===== src/rtl/tlp_tx_arbiter.sv =====
`default_nettype none
// ============================================================================
// Module   : tlp_tx_arbiter
// Purpose  : Round-robin, packet-atomic merge of NUM_REQ TLP pipes onto the
//            single FPGA->Host pipe, registered through a 2-entry skid stage.
// Revision : 1.0
// ============================================================================
module tlp_tx_arbiter #(
    parameter  int NUM_REQ = 2,
    localparam int REQ_W   = $clog2(NUM_REQ)
) (
    input  logic                      pcieClk_in,
    input  logic                      reset_in,
    input  logic [NUM_REQ-1:0][63:0]  reqData_in,
    input  logic [NUM_REQ-1:0]        reqSOP_in,
    input  logic [NUM_REQ-1:0]        reqEOP_in,
    input  logic [NUM_REQ-1:0]        reqValid_in,
    output logic [NUM_REQ-1:0]        reqReady_out,
    output logic [63:0]               txData_out,
    output logic                      txSOP_out,
    output logic                      txEOP_out,
    output logic                      txValid_out,
    input  logic                      txReady_in,
    output logic [REQ_W-1:0]          grant_out,
    output logic                      busy_out,
    output logic                      protoErr_out
);

    localparam logic [0:0] ST_IDLE   = 1'b0;
    localparam logic [0:0] ST_LOCKED = 1'b1;

    logic [0:0]         r_state;
    logic [0:0]         w_stateNext;
    logic [REQ_W-1:0]   r_grant;
    logic [REQ_W-1:0]   w_grantNext;
    logic               r_firstBeat;
    logic               w_firstNext;
    logic               r_protoErr;
    logic               w_errNext;

    logic               w_hit;
    logic [REQ_W-1:0]   w_hitIdx;
    logic [REQ_W-1:0]   w_probe;
    logic               w_accept;
    logic [NUM_REQ-1:0] w_reqReady;
    logic [63:0]        w_inData;
    logic               w_inSop;
    logic               w_inEop;

    // Output register O and skid register S
    logic               r_oValid;
    logic [63:0]        r_oData;
    logic               r_oSop;
    logic               r_oEop;
    logic               r_sValid;
    logic [63:0]        r_sData;
    logic               r_sSop;
    logic               r_sEop;

    always_comb begin
        w_stateNext = r_state;
        w_grantNext = r_grant;
        w_firstNext = r_firstBeat;
        w_errNext   = r_protoErr;
        w_hit       = 1'b0;
        w_hitIdx    = '0;
        w_probe     = '0;
        w_accept    = 1'b0;
        w_reqReady  = '0;
        w_inData    = reqData_in[r_grant];
        w_inSop     = reqSOP_in[r_grant];
        w_inEop     = reqEOP_in[r_grant];

        case (r_state)
            ST_IDLE: begin
                if (|(reqValid_in & ~reqSOP_in)) begin
                    w_errNext = 1'b1;
                end
                // Search starts just after the last grant, wrapping around
                for (int k = 1; k <= NUM_REQ; k++) begin
                    w_probe = REQ_W'((int'(r_grant) + k) % NUM_REQ);
                    if (!w_hit && reqValid_in[w_probe] && reqSOP_in[w_probe]) begin
                        w_hit    = 1'b1;
                        w_hitIdx = w_probe;
                    end
                end
                if (w_hit) begin
                    w_grantNext = w_hitIdx;
                    w_stateNext = ST_LOCKED;
                    w_firstNext = 1'b1;
                end
            end
            default: begin
                w_reqReady[r_grant] = ~r_sValid;
                w_accept = reqValid_in[r_grant] & ~r_sValid;
                if (w_accept) begin
                    w_firstNext = 1'b0;
                    if (w_inSop && !r_firstBeat) begin
                        w_errNext = 1'b1;
                    end
                    if (w_inEop) begin
                        w_stateNext = ST_IDLE;
                    end
                end
            end
        endcase
    end

    always_ff @(posedge pcieClk_in or posedge reset_in) begin
        if (reset_in) begin
            r_state     <= ST_IDLE;
            r_grant     <= REQ_W'(NUM_REQ - 1);
            r_firstBeat <= 1'b0;
            r_protoErr  <= 1'b0;
        end else begin
            r_state     <= w_stateNext;
            r_grant     <= w_grantNext;
            r_firstBeat <= w_firstNext;
            r_protoErr  <= w_errNext;
        end
    end

    // A beat is only accepted while S is empty, so S and a new beat never compete for O
    always_ff @(posedge pcieClk_in or posedge reset_in) begin
        if (reset_in) begin
            r_oValid <= 1'b0;
            r_oData  <= '0;
            r_oSop   <= 1'b0;
            r_oEop   <= 1'b0;
            r_sValid <= 1'b0;
            r_sData  <= '0;
            r_sSop   <= 1'b0;
            r_sEop   <= 1'b0;
        end else if (!r_oValid || txReady_in) begin
            if (r_sValid) begin
                r_oValid <= 1'b1;
                r_oData  <= r_sData;
                r_oSop   <= r_sSop;
                r_oEop   <= r_sEop;
                r_sValid <= 1'b0;
                r_sData  <= '0;
                r_sSop   <= 1'b0;
                r_sEop   <= 1'b0;
            end else begin
                r_oValid <= w_accept;
                r_oData  <= w_accept ? w_inData : 64'd0;
                r_oSop   <= w_accept & w_inSop;
                r_oEop   <= w_accept & w_inEop;
            end
        end else if (w_accept) begin
            r_sValid <= 1'b1;
            r_sData  <= w_inData;
            r_sSop   <= w_inSop;
            r_sEop   <= w_inEop;
        end
    end

    assign reqReady_out = w_reqReady;
    assign txData_out   = r_oData;
    assign txSOP_out    = r_oSop;
    assign txEOP_out    = r_oEop;
    assign txValid_out  = r_oValid;
    assign grant_out    = r_grant;
    assign busy_out     = (r_state == ST_LOCKED);
    assign protoErr_out = r_protoErr;

endmodule
`default_nettype wire

===== config.mk =====
export PLATFORM = sky130hd
export DESIGN_NAME = tlp_tx_arbiter
export DESIGN_NICKNAME = d
export VERILOG_FILES = /design/src/rtl/tlp_tx_arbiter.sv
export SDC_FILE = /design/constraint.sdc
export NUM_CORES = 1
export LEC_CHECK = 0
export ABC_AREA = 1
export BUFFER_PORTS_ARGS = -buffer_cell sky130_fd_sc_hd__buf_2
export CORE_ASPECT_RATIO = 0.6
export CORE_MARGIN = 5
export CORE_UTILIZATION = 52
export CTS_BUF_LIST = sky130_fd_sc_hd__clkbuf_16
export DETAILED_ROUTE_END_ITERATION = 10
export PLACE_DENSITY = 0.8
export SLEW_MARGIN = 40
export SYNTH_ARGS = -nofsm -noshare
export SYNTH_HDL_FRONTEND = slang
export SYNTH_SLANG_ARGS = --single-unit

===== constraint.sdc =====
create_clock -name pcieClk_in -period 4.5 [get_ports pcieClk_in]
set_input_delay 0.45 -clock pcieClk_in [delete_from_list [all_inputs] [get_ports pcieClk_in]]
set_output_delay 0.45 -clock pcieClk_in [all_outputs]
set_load 0.02 [all_outputs]

==> flow_summary.json, run 1 <==
{
  "status": "completed",
  "antenna_cells": 0,
  "vias": 6971,
  "skew_ns": 0.01763,
  "ctsHoldBuffers": 0,
  "grt_pass1_wl_um": 32130,
  "crit_path_end": "r_sData[19]$_DFFE_PP0P_",
  "cp_num_buf_inv": 2,
  "cts_sinks": 138,
  "cap_viol_max_count": 0,
  "crit_start": "grant_out$_DFFE_PP1P_",
  "ff2ff_path_depth": 7,
  "critical-path-slowest-cell": "dfstp_2",
  "clk_latency_ns": 0.42,
  "fillers": 1208,
  "pre_cts_ws_ns": 1.996,
  "criticalPathCategory": "register to register",
  "hold_viol_final": 0,
  "final_common_cell": "nand2_1",
  "dieHeight_um": 100.3,
  "postCtsSetupRepairBufs": 0,
  "clockBufferDepth": 2,
  "critPathMaxStageDelay_ns": 0.83,
  "routabilityCongestion": 0.7712,
  "holdCritPathClass": "input port to asynchronous set/reset pin",
  "cts_tree": "yes",
  "crit_arrival_ns": 2.90,
  "wl_per_cell_um": 15.53,
  "hpwl_um": 12180,
  "fin_nets": 1214,
  "worstPathRequired_ns": 4.84,
  "numCtsBuffers": 17,
  "layout_common_cells": "241 x nand2_1, 208 x buf_2, 136 x dfrtp_1",
  "cts_root_buf": "clkbuf_16",
  "min_period_over_period": 0.5689,
  "drive_gt1_frac": 0.2369,
  "worstReg2RegEnd": "r_sData[19]$_DFFE_PP0P_",
  "yosysWarnings": 0,
  "die_w_um": 160.6,
  "ir_drop_mv": 0.4226,
  "port_buffers": 208,
  "worstPathCellList": "inv_4, nand2_2, nand2_4, nand3_2, buf_4, nand3_1, nand2_1",
  "startpoint_type": "register",
  "ys_seq_area_frac": 0.4883,
  "power_density_nw_per_um2": 718.4,
  "coreArea_um2": 13500,
  "setup_tns_ns": 0,
  "grt_pass1_vias": 6318,
  "grt_start_max_net_pins": 105,
  "syn-num-nets": 1060,
  "endpoint_kind": "register",
  "drc_errors": 0,
  "wirelength_um": 19630,
  "cts.clk_slew.worst_paths_ns": 0.06,
  "synth-seq-cells": 138,
  "path_depth": 7,
  "netlist_instances": 923,
  "cellLeakagePower_uw": 0.004641,
  "finalMaxSlewViolations": 0,
  "drt-pass1-iter-count": 5,
  "syn_area_um2": 7074,
  "setup_viol": 0,
  "rows": 33,
  "slew_headroom": 0.4628,
  "syn_avg_cell_area_um2": 7.664,
  "worstPathMaxFanout": 68,
  "grt_use_total": 0.2431,
  "yosys-top-cells-area": "dfrtp_1 48%, nand2_1 13%, a21oi_1 9.5%",
  "area_growth_pct": 21.31,
  "crit_family": "simple AND/OR/NAND/NOR gates",
  "reg2reg_slack_ns": 1.94,
  "overflow": 0,
  "tightest_slew_ns": 0.8059,
  "min_period_ns": 2.560,
  "h-tree-depth": 4,
  "clock.fmax_mhz": 390.6,
  "drt_iter0_markers": 522,
  "grt_setup_unrepaired": "no",
  "die-area_um2": 16110,
  "layout_setup_ws_ns": 1.940,
  "antenna_found_initial": 0,
  "cts.repair.resized": 0,
  "vias_per_cell": 5.515,
  "start_util": 0.5240,
  "synth.distinct_cells": 20,
  "synth_top_area_frac": 0.4846,
  "r2r_start": "grant_out$_DFFE_PP1P_",
  "synth_top_area_cell": "dfrtp_1",
  "ios": 209,
  "ant_nets": 0
}
==> worst min path at each step <==
stage,cells past startpoint,slack (ns),to
5_1_grt,2,0.21,txData_out[13]$_DFFE_PP0P_
3_3_place_gp,2,0.48,r_sData[28]$_DFFE_PP0P_
4_1_cts,2,0.21,txData_out[13]$_DFFE_PP0P_
2_1_floorplan,1,0.44,protoErr_out$_DFFE_PP0P_
3_5_place_dp,1,0.49,protoErr_out$_DFFE_PP0P_
6_report,2,0.16,txData_out[20]$_DFFE_PP0P_
==> routing by layer <==
metal,global-route usage,share of wire,up-vias
met4,0.04825,0.0073,0
met1,0.3551,0.46,3239
met3,0.07017,0.078,13
met2,0.3646,0.46,296
li1,-,-,3423
met5,0,0,-
==> cells in the mapped netlist <==
cell type / instances
a21oi_1: 134
buf_2: 53
buf_4: 9
buf_6: 4
clkbuf_1: 20
dfrtp_1: 137
dfstp_2: 1
inv_1: 6
inv_2: 2
inv_4: 1
nand2_1: 242
nand2_2: 1
nand2_4: 1
nand3_1: 134
nand3_2: 1
nand4_1: 66
nor2_1: 104
nor2_4: 2
o21ai_0: 4
o31ai_1: 1
==> layout make-up <==
type	count	area (um^2)	share of cell area
well taps	175	219.0	0.02551
flip-flops and latches	138	3456	0.4027
clock buffers	17	425.4	0.04957
multi-input cells	690	3133	0.3651
repair buffers	221	1139	0.1327
inverters	9	43.79	0.005103
clock inverters	14	166.4	0.01939
==> stage by stage <==
| stage | std cells | total power (uW) | util | area, um^2 | hold slack (ns) |
|---|---|---|---|---|---|
| floorplan | 923 | 4043 | - | 7074 | 0.4361 |
| global placement | 1233 | 4687 | 0.5916 | 7988 | 0.4812 |
| detailed placement | 1233 | 4744 | 0.5918 | 7990 | 0.4854 |
| CTS | 1264 | 6183 | 0.6356 | 8582 | 0.2052 |
| global route | 1264 | 6616 | 0.6356 | 8582 | 0.2082 |
| finish | 1264 | 6165 | 0.6356 | 8582 | 0.1556 |
==> logic make-up (layout without fill, tap and decap cells) <==
group / Yosys count / in the layout / share of synthesized area
buf+inv: 95 / 261 / 0.06915
simple gates: 551 / 551 / 0.3438
compound gates: 139 / 139 / 0.09869
flops: 138 / 138 / 0.4883
==> where the power goes <==
group	leakage (uW)	internal, uW	switching, uW	total (uW)
Combinational	0.00255	796	1910	2710
Sequential	0.00178	1730	306	2040
Clock	0.000310	909	512	1420
(Power assumes the default switching activity.)
==> run 2, diff against run 1 <==
ABC_AREA = 0   (was 1)
PLACE_DENSITY = 0.81   (was 0.8)
clock period = 2.6 ns   (was 4.5 ns; I/O delays follow)
==> flow_summary.json, run 2 <==
{
  "crit_arrival_ns": 1.88,
  "numCtsBuffers": 17,
  "critical-path-slowest-cell": "dfrtp_2",
  "synth_edf_count": 0,
  "worstPathMaxFanout": 28,
  "grt_setup_unrepaired": "no",
  "worstPathRequired_ns": 2.34,
  "endpoint_kind": "output port",
  "hpwl_um": 13080,
  "grt_start_max_net_pins": 57,
  "cellInternalPower_uw": 6325,
  "finalMaxSlewViolations": 0,
  "crit_path_frequent_cell": "nor2b_1",
  "syn_area_um2": 6671,
  "power_density_nw_per_um2": 1264,
  "p_sw_frac": 0.4072,
  "start_util": 0.5256,
  "die-area_um2": 15270,
  "criticalPathCategory": "register to output port",
  "dieHeight_um": 97.74,
  "ys_top_cells_by_count": "137 x dfrtp_1, 54 x mux2i_1, 54 x o2bb2ai_1, 54 x o31ai_1",
  "fin_nets": 884,
  "synth-seq-cells": 138,
  "slew_headroom": 0.6127,
  "startpoint_type": "register",
  "crit_path_end": "reqReady_out[0]",
  "switchingPower_uw": 4345,
  "comb_power_share": 0.413,
  "multi_input_area_um2": 2895,
  "port_buffers": 208,
  "clk_latency_ns": 0.42,
  "synth_most_common_cell": "dfrtp_1",
  "rows": 32,
  "place_inst": 896,
  "area_growth_pct": 26.50,
  "drt_iter0_markers": 327,
  "ios": 209,
  "wirelength_um": 19430,
  "h-tree-depth": 4,
  "final_common_cell": "buf_2",
  "cts_tree": "yes",
  "syn-num-nets": 701,
  "status": "completed",
  "min_period_ns": 2.143,
  "drive_gt1_frac": 0.3671,
  "pwr-share-clk": 0.234,
  "holdCritPathClass": "input port to register",
  "synth-main-ff-cell": "dfrtp_1",
  "grt_pass1_wl_um": 30820,
  "cellLeakagePower_uw": 0.004204,
  "layout_common_cells": "208 x buf_2, 136 x dfrtp_1, 54 x mux2i_1, 54 x o2bb2ai_1, 54 x o31ai_1",
  "clock.fmax_mhz": 466.6,
  "vias_per_cell": 6.208,
  "cts.clk_slew.worst_paths_ns": 0.06,
  "crit_start": "r_sValid$_DFFE_PP0P_",
  "cts_root_buf": "clkbuf_16",
  "worstPathCellList": "nor2b_1, nor2b_1, buf_2",
  "die_w_um": 156.2,
  "r2r_start": "grant_out$_DFFE_PP1P_",
  "path_depth": 3,
  "setup_tns_ns": 0,
  "worstReg2RegEnd": "r_sData[24]$_DFFE_PP0P_",
  "syn_avg_cell_area_um2": 11.83,
  "cts_sinks": 138,
  "cp_num_buf_inv": 1,
  "reg2reg_slack_ns": 0.51,
  "clockBufferDepth": 2,
  "cap_viol_max_count": 0,
  "ff2ff_path_depth": 4,
  "yosysWarnings": 0,
  "min_period_over_period": 0.8242,
  "yosys-top-cells-area": "dfrtp_1 51%, mux2i_1 8.1%, o2bb2ai_1 7.1%",
  "ys_seq_area_frac": 0.5178,
  "routabilityCongestion": 0.8028,
  "power_frac_seq": 0.353,
  "grt_pass1_vias": 6005,
  "ant_nets": 0,
  "coreArea_um2": 12690,
  "synth.distinct_cells": 33,
  "synth_top_area_frac": 0.5139,
  "drc_errors": 0,
  "ir_drop_mv": 0.6380,
  "tightest_slew_ns": 0.5810,
  "postSynth.asyncResetShare": 1.000,
  "setup_viol": 0,
  "fillers": 930,
  "skew_ns": 0.006878,
  "seq_area_um2": 3460,
  "netlist_instances": 564,
  "critPathMaxStageDelay_ns": 0.62,
  "grt_use_total": 0.2520,
  "wl_per_cell_um": 20.89,
  "antenna_cells": 0,
  "drt-pass1-iter-count": 5,
  "overflow": 0,
  "crit_family": "simple AND/OR/NAND/NOR gates",
  "vias": 5773,
  "synth_top_area_cell": "dfrtp_1",
  "final_cells": 930,
  "hold_viol_final": 0,
  "antenna_found_initial": 0
}
==> run 2: changes by cell type after synthesis, moves of 14 or more <==
cell | previous run | this run
a21oi_1 | 134 | 3
a31oi_1 | 0 | 53
and3b_1 | 0 | 53
buf_2 | 53 | 24
clkbuf_1 | 20 | 34
mux2i_1 | 0 | 54
nand2_1 | 242 | 18
nand3_1 | 134 | 1
nand4_1 | 66 | 0
nor2_1 | 104 | 1
o2bb2ai_1 | 0 | 54
o31ai_1 | 1 | 54
==> run 2: final cells by class <==
| type | instances | area share |
|---|---|---|
| Clock buffer | 17 | 0.05041 |
| Sequential cell | 138 | 0.4099 |
| Tap cell | 170 | 0.02520 |
| Clock inverter | 15 | 0.02150 |
| Timing Repair Buffer | 230 | 0.1486 |
| Inverter | 2 | 0.001334 |
| Multi-Input combinational cell | 358 | 0.3431 |
==> run 2: what timing repair did <==
item / 4_1_cts / 5_1_grt
hold buffers: 0 / 1
gates resized for setup: 0 / 0
endpoints found under the hold margin: 0 / 14
setup buffers: 0 / 0
==> run 2: worst min-delay path by stage <==
stage | depth (start not counted) | to | startpoint | slack, ns
floorplan | 2 | grant_out$_DFFE_PP1P_ | reqValid_in[1] | 0.40
detailed placement | 2 | txData_out[53]$_DFFE_PP0P_ | reset_in | 0.45
finish | 3 | grant_out$_DFFE_PP1P_ | reqValid_in[1] | 0.17
global route | 3 | grant_out$_DFFE_PP1P_ | reqSOP_in[1] | 0.17
CTS | 2 | txData_out[59]$_DFFE_PP0P_ | reset_in | 0.006
global placement | 2 | txData_out[57]$_DFFE_PP0P_ | reset_in | 0.44
==> run 2: cell families (layout without fill, tap and decap cells) <==
| kind of cell | after synthesis | in the layout | synth area share |
|---|---|---|---|
| buf+inv | 68 | 264 | 0.05007 |
| mux | 67 | 67 | 0.1035 |
| compound gates | 208 | 208 | 0.2371 |
| flops | 138 | 138 | 0.5178 |
| simple gates | 83 | 83 | 0.09152 |
==> run 2: layer usage <==
metal	track usage	wire length, um
met5	0	0
met3	0.06909	1873
met2	0.3890	9104
met4	0.07533	162
met1	0.3514	8289
==> run 2: metrics by stage <==
stage               instance area [um^2]  power [uW]  hold WS [ns]  utilization  setup WS (ns)
CTS                                 8402       10670      0.006461       0.6620         0.4705
finish                              8439       10670        0.1664       0.6649         0.4570
global placement                    7795        7955        0.4430       0.6142         0.6261
floorplan                           6675        6677        0.4034            -         0.6197
detailed placement                  7795        8153        0.4469       0.6142         0.5533
global route                        8439       11210        0.1716       0.6649         0.3387
==> run 2: worst reg2reg max path, cell delays in order, from the launching register on <==
cell	delay [ns]
dfstp_4	0.81
mux2_4	0.48
a22oi_4	0.20
buf_4	0.34
o2bb2ai_1	0.18
==> run 2: power by group through the flow <==
stage	Combinational (uW)	Clock [uW]	Sequential [uW]
finish	4400	2500	3770
global route	4730	2620	3860
CTS	4400	2530	3740
detailed placement	4400	0	3760
global placement	4240	0	3720
floorplan	2520	0	4160
